==> config.mk <==
export PLATFORM = sky130hd
export DESIGN_NAME = instr_sequencer
export DESIGN_NICKNAME = d
export VERILOG_FILES = /design/src/rtl/cpu_pkg.sv /design/src/rtl/instr_sequencer_step_counter.sv /design/src/rtl/instr_sequencer.sv
export SDC_FILE = /design/constraint.sdc
export NUM_CORES = 1
export LEC_CHECK = 0
export BUFFER_PORTS_ARGS = -buffer_cell sky130_fd_sc_hd__buf_4
export CAP_MARGIN = 20
export CELL_PAD_IN_SITES_DETAIL_PLACEMENT = 1
export CELL_PAD_IN_SITES_GLOBAL_PLACEMENT = 1
export CORE_MARGIN = 2
export CORE_UTILIZATION = 34
export CTS_CLUSTER_DIAMETER = 40
export CTS_CLUSTER_SIZE = 40
export DETAILED_ROUTE_END_ITERATION = 8
export GPL_ROUTABILITY_DRIVEN = 0
export PLACE_DENSITY = 0.82
export SYNTH_ARGS = -nofsm -noshare
export SYNTH_HDL_FRONTEND = slang
export SYNTH_HIERARCHICAL = 1
export SYNTH_SLANG_ARGS = --single-unit
==> constraint.sdc <==
create_clock -name clk -period 1.7 [get_ports clk]
set_input_delay 0.085 -clock clk [delete_from_list [all_inputs] [get_ports clk]]
set_output_delay 0.085 -clock clk [all_outputs]
set_load 0.01 [all_outputs]
==> src/rtl/cpu_pkg.sv <==
// Shared control-path constants: opcodes, microcode-address geometry and field offsets.
// Pure definitions, no logic, so latency and backpressure do not apply.
package cpu_pkg;

    localparam int OPW    = 4;
    localparam int STEPW  = 3;
    localparam int STEPS  = 5;
    localparam int ADDR_W = 9;

    localparam logic [OPW-1:0] OP_LDA = 4'h0;
    localparam logic [OPW-1:0] OP_ADD = 4'h1;
    localparam logic [OPW-1:0] OP_SUB = 4'h2;
    localparam logic [OPW-1:0] OP_STA = 4'h3;
    localparam logic [OPW-1:0] OP_LDI = 4'h5;
    localparam logic [OPW-1:0] OP_JMP = 4'h6;
    localparam logic [OPW-1:0] OP_JC  = 4'h7;
    localparam logic [OPW-1:0] OP_JZ  = 4'h8;
    localparam logic [OPW-1:0] OP_OUT = 4'hE;
    localparam logic [OPW-1:0] OP_HLT = 4'hF;

    // Bit positions inside the microcode address {opcode, step, cf, zf}.
    localparam int CU_ZF_BIT   = 0;
    localparam int CU_CF_BIT   = 1;
    localparam int CU_STEP_LSB = 2;
    localparam int CU_OP_LSB   = CU_STEP_LSB + STEPW;

    typedef struct packed {
        logic [OPW-1:0]   opcode;
        logic [STEPW-1:0] step;
        logic             cf;
        logic             zf;
    } cu_addr_t;

    function automatic cu_addr_t pack_cu_addr(input logic [OPW-1:0]   opcode,
                                              input logic [STEPW-1:0] step,
                                              input logic             cf,
                                              input logic             zf);
        cu_addr_t a;
        a.opcode = opcode;
        a.step   = step;
        a.cf     = cf;
        a.zf     = zf;
        return a;
    endfunction

endpackage

==> src/rtl/instr_sequencer_step_counter.sv <==
// Microstep counter wrapping STEPS-1 -> 0; updates one edge after its controls.
// Backpressure: none; priority is force-zero > hold > clear > increment.
module step_counter
    import cpu_pkg::*;
#(
    parameter int STEPS_P = 5,
    parameter int STEPW_P = 3
) (
    input  logic               clk,
    input  logic               rst_n,
    input  logic               zero_i,
    input  logic               hold_i,
    input  logic               clr_i,
    output logic [STEPW_P-1:0] step_o
);

    localparam logic [STEPW_P-1:0] LAST = STEPW_P'(STEPS_P - 1);
    localparam logic [STEPW_P-1:0] ONE  = STEPW_P'(1);

    logic [STEPW_P-1:0] count_q;
    logic [STEPW_P-1:0] count_d;

    always_comb begin
        count_d = count_q;
        if (zero_i) begin
            count_d = '0;
        end else if (hold_i) begin
            count_d = count_q;
        end else if (clr_i || (count_q == LAST)) begin
            count_d = '0;
        end else begin
            count_d = count_q + ONE;
        end
    end

    always_ff @(posedge clk or negedge rst_n) begin
        if (!rst_n) begin
            count_q <= '0;
        end else begin
            count_q <= count_d;
        end
    end

    assign step_o = count_q;

endmodule

==> src/rtl/instr_sequencer.sv <==
// Instruction register, microstep counter, ALU flags and halt/program-mode control; 1-edge latency.
// Backpressure: none; cu_addr is a pure concatenation of registers, priority pmode > halted > step_clr > increment.
module instr_sequencer
    import cpu_pkg::*;
#(
    parameter int STEPS = 5,
    parameter int OPW   = 4,
    parameter int STEPW = 3
) (
    input  logic             clk,
    input  logic             rst_n,
    input  logic             pmode,
    input  logic [7:0]       bus_in,
    input  logic             ir_load,
    input  logic             step_clr,
    input  logic             halt,
    input  logic             flag_load,
    input  logic             carry_in,
    input  logic             zero_in,
    output logic [8:0]       cu_addr,
    output logic             cu_pmode,
    output logic [3:0]       ir_operand,
    output logic [STEPW-1:0] step,
    output logic             halted
);

    if (OPW + STEPW + 2 != 9) begin : g_bad_addr_width
        $fatal(1, "instr_sequencer: OPW+STEPW+2 must equal 9");
    end
    if (STEPS > (1 << STEPW)) begin : g_bad_steps
        $fatal(1, "instr_sequencer: STEPS does not fit in STEPW bits");
    end
    if (STEPS < 2) begin : g_too_few_steps
        $fatal(1, "instr_sequencer: STEPS must be at least 2");
    end

    logic       run_q;
    logic [7:0] ir_q, ir_d;
    logic       cf_q, cf_d;
    logic       zf_q, zf_d;
    logic       halted_q, halted_d;
    logic       pmode_q;
    logic       load_en;
    logic       cnt_hold;

    // run_q delays the first increment until one full edge after reset release.
    assign load_en  = run_q && !pmode && !halted_q;
    assign cnt_hold = !run_q || halted_q || halt;

    always_comb begin
        ir_d     = ir_q;
        cf_d     = cf_q;
        zf_d     = zf_q;
        halted_d = halted_q;
        if (load_en && ir_load) begin
            ir_d = bus_in;
        end
        if (load_en && flag_load) begin
            cf_d = carry_in;
            zf_d = zero_in;
        end
        if (pmode) begin
            halted_d = 1'b0;
        end else if (run_q && halt) begin
            halted_d = 1'b1;
        end
    end

    always_ff @(posedge clk or negedge rst_n) begin
        if (!rst_n) begin
            run_q    <= 1'b0;
            ir_q     <= 8'h00;
            cf_q     <= 1'b0;
            zf_q     <= 1'b0;
            halted_q <= 1'b0;
            pmode_q  <= 1'b1;
        end else begin
            run_q    <= 1'b1;
            ir_q     <= ir_d;
            cf_q     <= cf_d;
            zf_q     <= zf_d;
            halted_q <= halted_d;
            pmode_q  <= pmode;
        end
    end

    step_counter #(
        .STEPS_P (STEPS),
        .STEPW_P (STEPW)
    ) u_step_counter (
        .clk    (clk),
        .rst_n  (rst_n),
        .zero_i (pmode),
        .hold_i (cnt_hold),
        .clr_i  (step_clr),
        .step_o (step)
    );

    assign cu_addr    = {ir_q[7 -: OPW], step, cf_q, zf_q};
    assign cu_pmode   = pmode_q;
    assign ir_operand = ir_q[3:0];
    assign halted     = halted_q;

endmodule
==> results of run 1 <==
-- stage by stage --
step / utilization [%] / total power, uW
2_1_floorplan: - / 610
3_3_place_gp: 49.3 / 730
3_5_place_dp: 49.3 / 742
4_1_cts: 52.1 / 1010
5_1_grt: 53.2 / 1060
6_report: 53.2 / 996
-- per-layer routing --
metal / up-vias / track usage [%] / part of all wire [%]
met5: - / 0 / 0
met4: 0 / 8.11 / 0.39
met1: 261 / 16.4 / 34
li1: 252 / - / -
met3: 2 / 2.98 / 3.2
met2: 15 / 30.5 / 62
-- layout by cell type (no fill, tap or decap) --
cell type and count:
dfrtp_1 15, a2111oi_0 1, clkbuf_4 3, a21oi_1 4, conb_1 1, ha_1 2
o21ai_0 1, or3b_4 1, and4bb_2 1, mux2_2 2, nor3_1 1, and4bb_1 1
or4b_1 1, dfstp_2 1, nand4bb_1 1, inv_1 2, nor2_1 2, dlygate4sd3_1 4
clkbuf_8 1, mux2_4 8, nand2_1 2, buf_4 35
-- Yosys cell counts (all sizes together), types with 2 or more instances --
cell    count  share of area [%]
a21oi       4                2.7
mux2       10                 19
dfrtp      15                 51
buf         6                6.6
inv         2                1.0
ha          2                3.4
nand2       2                1.0
nor2        2                1.0
and4bb      2                3.4
-- final timing paths --
check / startpoint / to
worst min-delay path: bus_in[6] / ir_q[6]$_DFFE_PN0P_
max in group asynchronous: rst_n / cu_pmode$_DFF_PN1_
worst min register to register: zf_q$_DFFE_PN0P_ / zf_q$_DFFE_PN0P_
worst max-delay path: u_step_counter/step_o[0]$_DFFE_PN0P_ / u_step_counter/step_o[0]$_DFFE_PN0P_
worst max register to register: u_step_counter/step_o[0]$_DFFE_PN0P_ / u_step_counter/step_o[0]$_DFFE_PN0P_
min in group asynchronous: rst_n / u_step_counter/step_o[2]$_DFFE_PN0P_
-- worst max-delay path: stages, from the launching register on --
cell and delay (ns):
dfrtp_1 0.47, inv_1 0.07, ha_1 0.23, a2111oi_0 0.53, a21oi_1 0.11, nor2_1 0.11
-- flip-flops by register name, indices dropped and copies added, names as in the netlist --
signal                 count
ir_q                       8
u_step_counter/step_o      3
cf_q                       1
cu_pmode                   1
halted                     1
run_q                      1
zf_q                       1
-- area by class of cell --
type	instances	area (um2)	share of cell area, %
Sequential cell	16	402	37.7
Clock buffer	4	36.3	3.41
Multi-Input combinational cell	29	283	26.6
Timing Repair Buffer	39	303	28.4
Tap cell	27	33.8	3.17
Inverter	2	7.51	0.705
-- timing repair --
action	4_1_cts	5_1_grt
setup endpoints to repair	0	1
hold buffers	2	2
endpoints found under the hold margin	21	2
resized for setup	0	1
-- power breakdown --
| group | internal (uW) | leakage [uW] | switching, uW | total, uW |
|---|---|---|---|---|
| registers | 439 | 0.000196 | 36.7 | 476 |
| logic | 171 | 0.000304 | 95.8 | 267 |
| clock network | 130 | 0.0000210 | 123 | 253 |
-- kinds of logic (layout without fill, tap and decap cells) --
logic type               Yosys count  after routing  synth area share [%]
flip-flops                        16             16                  54.4
multiplexers                      10             10                  19.3
AND/OR/NAND/NOR                   10             10                  10.2
buffers and inverters              8             45                  7.63
AO/OA/AOI/OAI                      6              6                  4.58
adder cells (fa/ha/maj)            2              2                  3.39
other                              1              1                 0.508
==> impl_metrics.tcl, run 1 <==
set metrics [dict create \
    synthArstFlopShare_pct 100 \
    skew_ns 0.00208 \
    final_area_mm2 0.00106 \
    synth_nets 72 \
    status "finished, final reports clean" \
    drt_pre_antenna_iters 1 \
    yosysWarnings 6 \
    cp_max_fo 6 \
    finalCritPeriodShare_pct 93.6 \
    port_buffers 34 \
    final_antenna_net_count 0 \
    worstSetupStartpointType "flip-flop" \
    h-tree-depth 1 \
    dp.cells 109 \
    fill_cells 229 \
    max_freq_mhz 629 \
    pre_cts_slack_ns 0.0875 \
    core_mm2 0.00200 \
    power.density_mw_per_mm2 935 \
    ir_drop_mv 0.534 \
    holdWs_ns 0.0255 \
    antenna_found_initial 0 \
    tightest_slew_ns 0.510 \
    vias 530 \
    die_w_um 50.6 \
    drive_above_1_share_pct 57.8 \
    via_per_inst 4.53 \
    dpl_cell_area_um2 986 \
    dp_hpwl_um 1310 \
    grt_pass1_vias 616 \
    worstHoldPathCells 2 \
    synth.avg_cell_area_um2 13.9 \
    wl_per_cell_um 15.5 \
    final_cells 117 \
    clock-root-buffer "clkbuf_4" \
    grt_max_degree 17 \
    synth_cell_types 20 \
    cap_violations 0 \
    tns_ns 0 \
    grt_usage_pct 16.0 \
    leakage_uw 0.000520 \
    end_kind "flip-flop" \
    slew_headroom_pct 65.1 \
    io_pins 35 \
    reg2reg_slack_ns 0.11 \
    die-height_um 50.6 \
    area_growth_pct 44.2 \
    cp.required_ns 1.92 \
    drc 0 \
    synth_seq_area_share_pct 54.4 \
    cts_buffers 3 \
    rows 16 \
    grt_pass1_wl_um 2870 \
    grt_overflow 0 \
    grt_setup_unrepaired "no" \
    synthCells 53 \
    clock_latency_ns 0.28 \
    finalSetupViolations 0 \
    synth_edf_count 0 \
    cts_sinks 16 \
    worstHoldPathType "in -> reg" \
    cts_tree "built" \
    worstSetupPathType "reg -> reg" \
    ys_ff_latch 16 \
    initial_core_util_pct 36.9 \
    hold_violations 0 \
    drtIter0Drc 0 \
    period_needed_ns 1.59 \
    rr_worst_depth 5 \
    routed_wl_um 1810 \
    maxSlewViolCount 0 \
    synthFlopType "dfrtp_1" \
    nets 110 \
    synth_area_um2 738 \
    post_cts_buffers 0 \
    n_antenna_cell 0 \
    dieArea_mm2 0.00256 \
    setup_ws_ns 0.109 \
    clockBufferDepth 2 \
    crit_arrival_ns 1.81 \
    clk_pin_slew_ns 0.10 \
]
(Power assumes the default switching activity.)
==> run 2: changes to the inputs <==
--- a/config.mk
+++ b/config.mk
@@ -16,6 +16,7 @@
 export DETAILED_ROUTE_END_ITERATION = 8
 export GPL_ROUTABILITY_DRIVEN = 0
 export PLACE_DENSITY = 0.82
+export RECOVER_POWER = 25
 export SYNTH_ARGS = -nofsm -noshare
 export SYNTH_HDL_FRONTEND = slang
 export SYNTH_HIERARCHICAL = 1
==> impl_metrics.tcl, run 2 (synthesis results as in run 1) <==
set metrics [dict create \
    io_pins 35 \
    h-tree-depth 1 \
    tns_ns 0 \
    finalCritPeriodShare_pct 93.6 \
    via_per_inst 4.54 \
    setup_ws_ns 0.109 \
    routed_wl_um 1810 \
    max_stage_delay_ns 0.53 \
    pre_cts_slack_ns 0.0875 \
    mostFrequentLayoutCells "buf_4, dfrtp_1, mux2_4, a21oi_1, dlygate4sd3_1" \
    cp_max_fo 6 \
    crit_slowest_cell "a2111oi_0" \
    end_kind "flip-flop" \
    grt_pass1_vias 616 \
    layout_commonest_cell "buf_4" \
    skew_ns 0.00208 \
    n_antenna_cell 0 \
    core_mm2 0.00200 \
    status "finished, final reports clean" \
    p_comb_share_pct 26.7 \
    worstSetupStartpointType "flip-flop" \
    finalSetupViolations 0 \
    maxSlewViolCount 0 \
    die-height_um 50.6 \
    cap_violations 0 \
    multi_input_area_um2 283 \
    initial_core_util_pct 36.9 \
    regMostFlops "ir_q" \
    grt_overflow 0 \
    largest_register_ffs 8 \
    ir_drop_mv 0.534 \
    crit_arrival_ns 1.81 \
    hold_violations 0 \
    clock-root-buffer "clkbuf_4" \
    clk_pin_slew_ns 0.10 \
    nets 110 \
    antenna_found_initial 0 \
    worstSetupPathType "reg -> reg" \
    drive_above_1_share_pct 56.7 \
    intPower_uw 739 \
    period_needed_ns 1.59 \
    grt_setup_unrepaired "no" \
    ff_latch_area_um2 402 \
    crit_chain "inv_1 > ha_1 > a2111oi_0 > a21oi_1 > nor2_1" \
    use_met2_pct 30.5 \
    grt_use_met1_pct 16.4 \
    fill_cells 229 \
    cts_tree "built" \
    drt_pre_antenna_iters 1 \
    drtIter0Drc 0 \
    p_clk_share_pct 25.4 \
    dp.cells 109 \
    worstHoldPathType "in -> reg" \
    dp_hpwl_um 1310 \
    grt_usage_pct 16.0 \
    grt_pass1_wl_um 2870 \
    cts_sinks 16 \
    grt_max_degree 17 \
    rows 16 \
    tightest_slew_ns 0.880 \
    cp.required_ns 1.92 \
    dieArea_mm2 0.00256 \
    leakage_uw 0.000517 \
    clock_latency_ns 0.28 \
    area_growth_pct 43.7 \
    port_buffers 34 \
    vias 531 \
    max_freq_mhz 629 \
    p_seq_share_pct 47.8 \
    wl_per_cell_um 15.4 \
    drc 0 \
    met3_usage_pct 2.98 \
    p_switching_uw 255 \
    cts_buffers 3 \
    busiest_layer "met2" \
    swShare_pct 25.7 \
    slew_headroom_pct 41.3 \
    clockBufferDepth 2 \
    power.density_mw_per_mm2 937 \
    final_antenna_net_count 0 \
    die_w_um 50.6 \
    final_cells 117 \
]
==> run 2: cell count changes in the layout (fill, tap and decap cells not counted), sizes merged <==
cell and delta:
clkbuf +1, buf -1
==> run 2: layer usage <==
layer / up-vias / share of wire (%)
met2: 15 / 62
met4: 0 / 0.39
met1: 261 / 34
met5: - / 0
li1: 253 / -
met3: 2 / 3.2
==> run 2: path summary, 6_finish.rpt <==
| check | from | to | slack (ns) | depth (start not counted) |
|---|---|---|---|---|
| min in group asynchronous | rst_n | u_step_counter/step_o[2]$_DFFE_PN0P_ | 0.44 | 2 |
| setup / recovery | u_step_counter/step_o[0]$_DFFE_PN0P_ | u_step_counter/step_o[0]$_DFFE_PN0P_ | 0.11 | 5 |
| hold / removal | bus_in[6] | ir_q[6]$_DFFE_PN0P_ | 0.03 | 2 |
| max in group asynchronous | rst_n | ir_q[6]$_DFFE_PN0P_ | 0.72 | 2 |
| setup reg to reg | u_step_counter/step_o[0]$_DFFE_PN0P_ | u_step_counter/step_o[0]$_DFFE_PN0P_ | 0.11 | 5 |
| hold reg to reg | zf_q$_DFFE_PN0P_ | zf_q$_DFFE_PN0P_ | 0.52 | 1 |
==> run 2: through the flow <==
step,area [um2],total power (uW),hold slack [ns],util (%)
after floorplan,738,610,-0.211,-
after global placement,986,730,-0.0513,49.3
after detailed placement,986,742,-0.0425,49.3
after CTS,1040,1010,0.0142,52.1
after global routing,1060,1060,-0.0000184,53.0
final,1060,994,0.0255,53.0
==> run 2: power by group through the flow <==
stage	Sequential, uW	Clock (uW)	Combinational, uW
after floorplan	498	0	112
after global placement	479	0	251
after detailed placement	482	0	260
after CTS	477	263	267
after global routing	486	288	283
final	476	253	266
==> run 2: what timing repair did <==
action,in CTS,in global routing
setup endpoints to repair,0,1
hold buffers,2,2
setup buffers,0,0
endpoints found under the hold margin,21,2
gates resized for setup,0,1
==> run 2: layout make-up <==
type,instances,share of cell area [%]
clock buffers,4,3.42
inverters,2,0.708
well taps,27,3.18
multi-input cells,29,26.7
flip-flops and latches,16,37.9
repair buffers,39,28.2
==> run 2: critical path: cells and delay by family (launching register included) <==
kind | cells | cell delay (ns)
compound gates | 2 | 0.64
fa+ha+maj | 1 | 0.23
buf+inv | 1 | 0.07
flops | 1 | 0.47
simple gates | 1 | 0.11
==> run 3: changes to the inputs <==
--- a/config.mk
+++ b/config.mk
@@ -15,6 +15,7 @@
 export CTS_CLUSTER_SIZE = 40
 export DETAILED_ROUTE_END_ITERATION = 8
 export GPL_ROUTABILITY_DRIVEN = 0
+export HOLD_SLACK_MARGIN = 0.03
 export PLACE_DENSITY = 0.82
 export RECOVER_POWER = 25
 export SYNTH_ARGS = -nofsm -noshare
==> constraint.sdc (replaced) <==
create_clock -name clk -period 1.7 [get_ports clk]
set_input_delay 0.17 -clock clk [delete_from_list [all_inputs] [get_ports clk]]
set_output_delay 0.17 -clock clk [all_outputs]
set_load 0.01 [all_outputs]
==> impl_metrics.tcl, run 3 (synthesis results as in run 1) <==
set metrics [dict create \
    finalCritPeriodShare_pct 91.7 \
    fill_cells 221 \
    grt_max_degree 17 \
    ir_drop_mv 0.647 \
    initial_core_util_pct 36.9 \
    drive_above_1_share_pct 58.0 \
    port_buffers 34 \
    mostFrequentLayoutCells "buf_4, dfrtp_1, mux2_4, a21oi_1, clkbuf_4" \
    leakage_uw 0.000508 \
    hold_violations 0 \
    crit_chain "or3b_4 > or4b_1 > a21oi_1" \
    tns_ns 0 \
    nets 108 \
    routed_wl_um 1700 \
    layout_commonest_cell "buf_4" \
    crit_slowest_cell "or4b_1" \
    drc 0 \
    finalPower_uw 988 \
    io_pins 35 \
    drtIter0Drc 4 \
    via_per_inst 4.64 \
    area_growth_pct 41.2 \
    end_kind "flip-flop" \
    clockBufferDepth 2 \
    drt_pre_antenna_iters 4 \
    period_needed_ns 1.56 \
    worstSetupPathType "reg -> reg" \
    finalSetupViolations 0 \
    status "finished, final reports clean" \
    max_freq_mhz 642 \
    antenna_found_initial 0 \
    skew_ns 0.00628 \
    worstSetupStartpointType "flip-flop" \
    grt_usage_pct 14.8 \
    tightest_slew_ns 0.847 \
    regMostFlops "ir_q" \
    cts_tree "built" \
    rows 16 \
    largest_register_ffs 8 \
    vias 534 \
    grt_pass1_wl_um 2680 \
    max_stage_delay_ns 0.47 \
    maxSlewViolCount 0 \
    grt_setup_unrepaired "no" \
    dieArea_mm2 0.00256 \
    post_cts_buffers 0 \
    clk_pin_slew_ns 0.10 \
    wl_per_cell_um 14.7 \
    cts_buffers 3 \
    clock-root-buffer "clkbuf_4" \
    final_antenna_net_count 0 \
    power.density_mw_per_mm2 948 \
    worstHoldPathType "in -> reg" \
    grt_pass1_vias 560 \
    crit_arrival_ns 1.77 \
    cap_violations 0 \
    cts_sinks 16 \
    dp_hpwl_um 1320 \
    grt_overflow 0 \
    final_area_mm2 0.00104 \
    dpl_cell_area_um2 986 \
    clock_latency_ns 0.28 \
    core_mm2 0.00200 \
    n_antenna_cell 0 \
    die_w_um 50.6 \
    h-tree-depth 1 \
    cp.required_ns 1.91 \
    slew_headroom_pct 43.5 \
    cp_max_fo 6 \
    die-height_um 50.6 \
]
## run 3: where the power goes
part	internal, uW	total (uW)	switching, uW
clock	130	253	123
combinational	167	262	94.8
sequential	439	473	34.6
## run 3: repair_timing
item                                    4_1_cts  5_1_grt
hold buffers                                  2        0
hold endpoints to repair                     17        0
endpoints found under the setup margin        0        2
gates resized for setup                       0        2
## run 3: cell type report
type	instances	area, um2	area share, %
sequential	16	402	38.5
clock buffer	4	36.3	3.48
tap	27	33.8	3.24
multi-input combinational	29	284	27.3
inverter	2	7.51	0.720
timing repair buffer	37	279	26.8
## run 3: metal layers
layer | wire length (um) | track usage, %
met5 | 0 | 0
met3 | 48 | 2.68
met4 | 15 | 6.76
met2 | 962 | 26.3
met1 | 670 | 17.2
## run 3: critical path: cells and delay by family (launching register included)
kind / cells / cell delay (ns)
compound gates: 1 / 0.15
flops: 1 / 0.43
simple gates: 2 / 0.91
## run 3: per-stage QoR
step                      std cells  utilization, %  setup WS, ns  hold WS [ns]
final                           115            52.1         0.142         0.106
after global routing            115            52.1        0.0526        0.0816
after CTS                       115            52.1        0.0268         0.101
after detailed placement        109            49.3        0.0576        0.0386
after global placement          109            49.3         0.118        0.0335
after floorplan                  53               -         0.109        -0.126
## run 3: final timing paths
kind,slack (ns),startpoint,cells after the start,endpoint
setup / recovery,0.14,halted$_DFFE_PN0P_,3,u_step_counter/step_o[2]$_DFFE_PN0P_
hold / removal,0.11,bus_in[6],2,ir_q[6]$_DFFE_PN0P_
setup reg to reg,0.14,halted$_DFFE_PN0P_,3,u_step_counter/step_o[2]$_DFFE_PN0P_
hold reg to reg,0.52,zf_q$_DFFE_PN0P_,1,zf_q$_DFFE_PN0P_
max in group asynchronous,0.67,rst_n,2,ir_q[3]$_DFFE_PN0P_
min in group asynchronous,0.50,rst_n,2,ir_q[2]$_DFFE_PN0P_
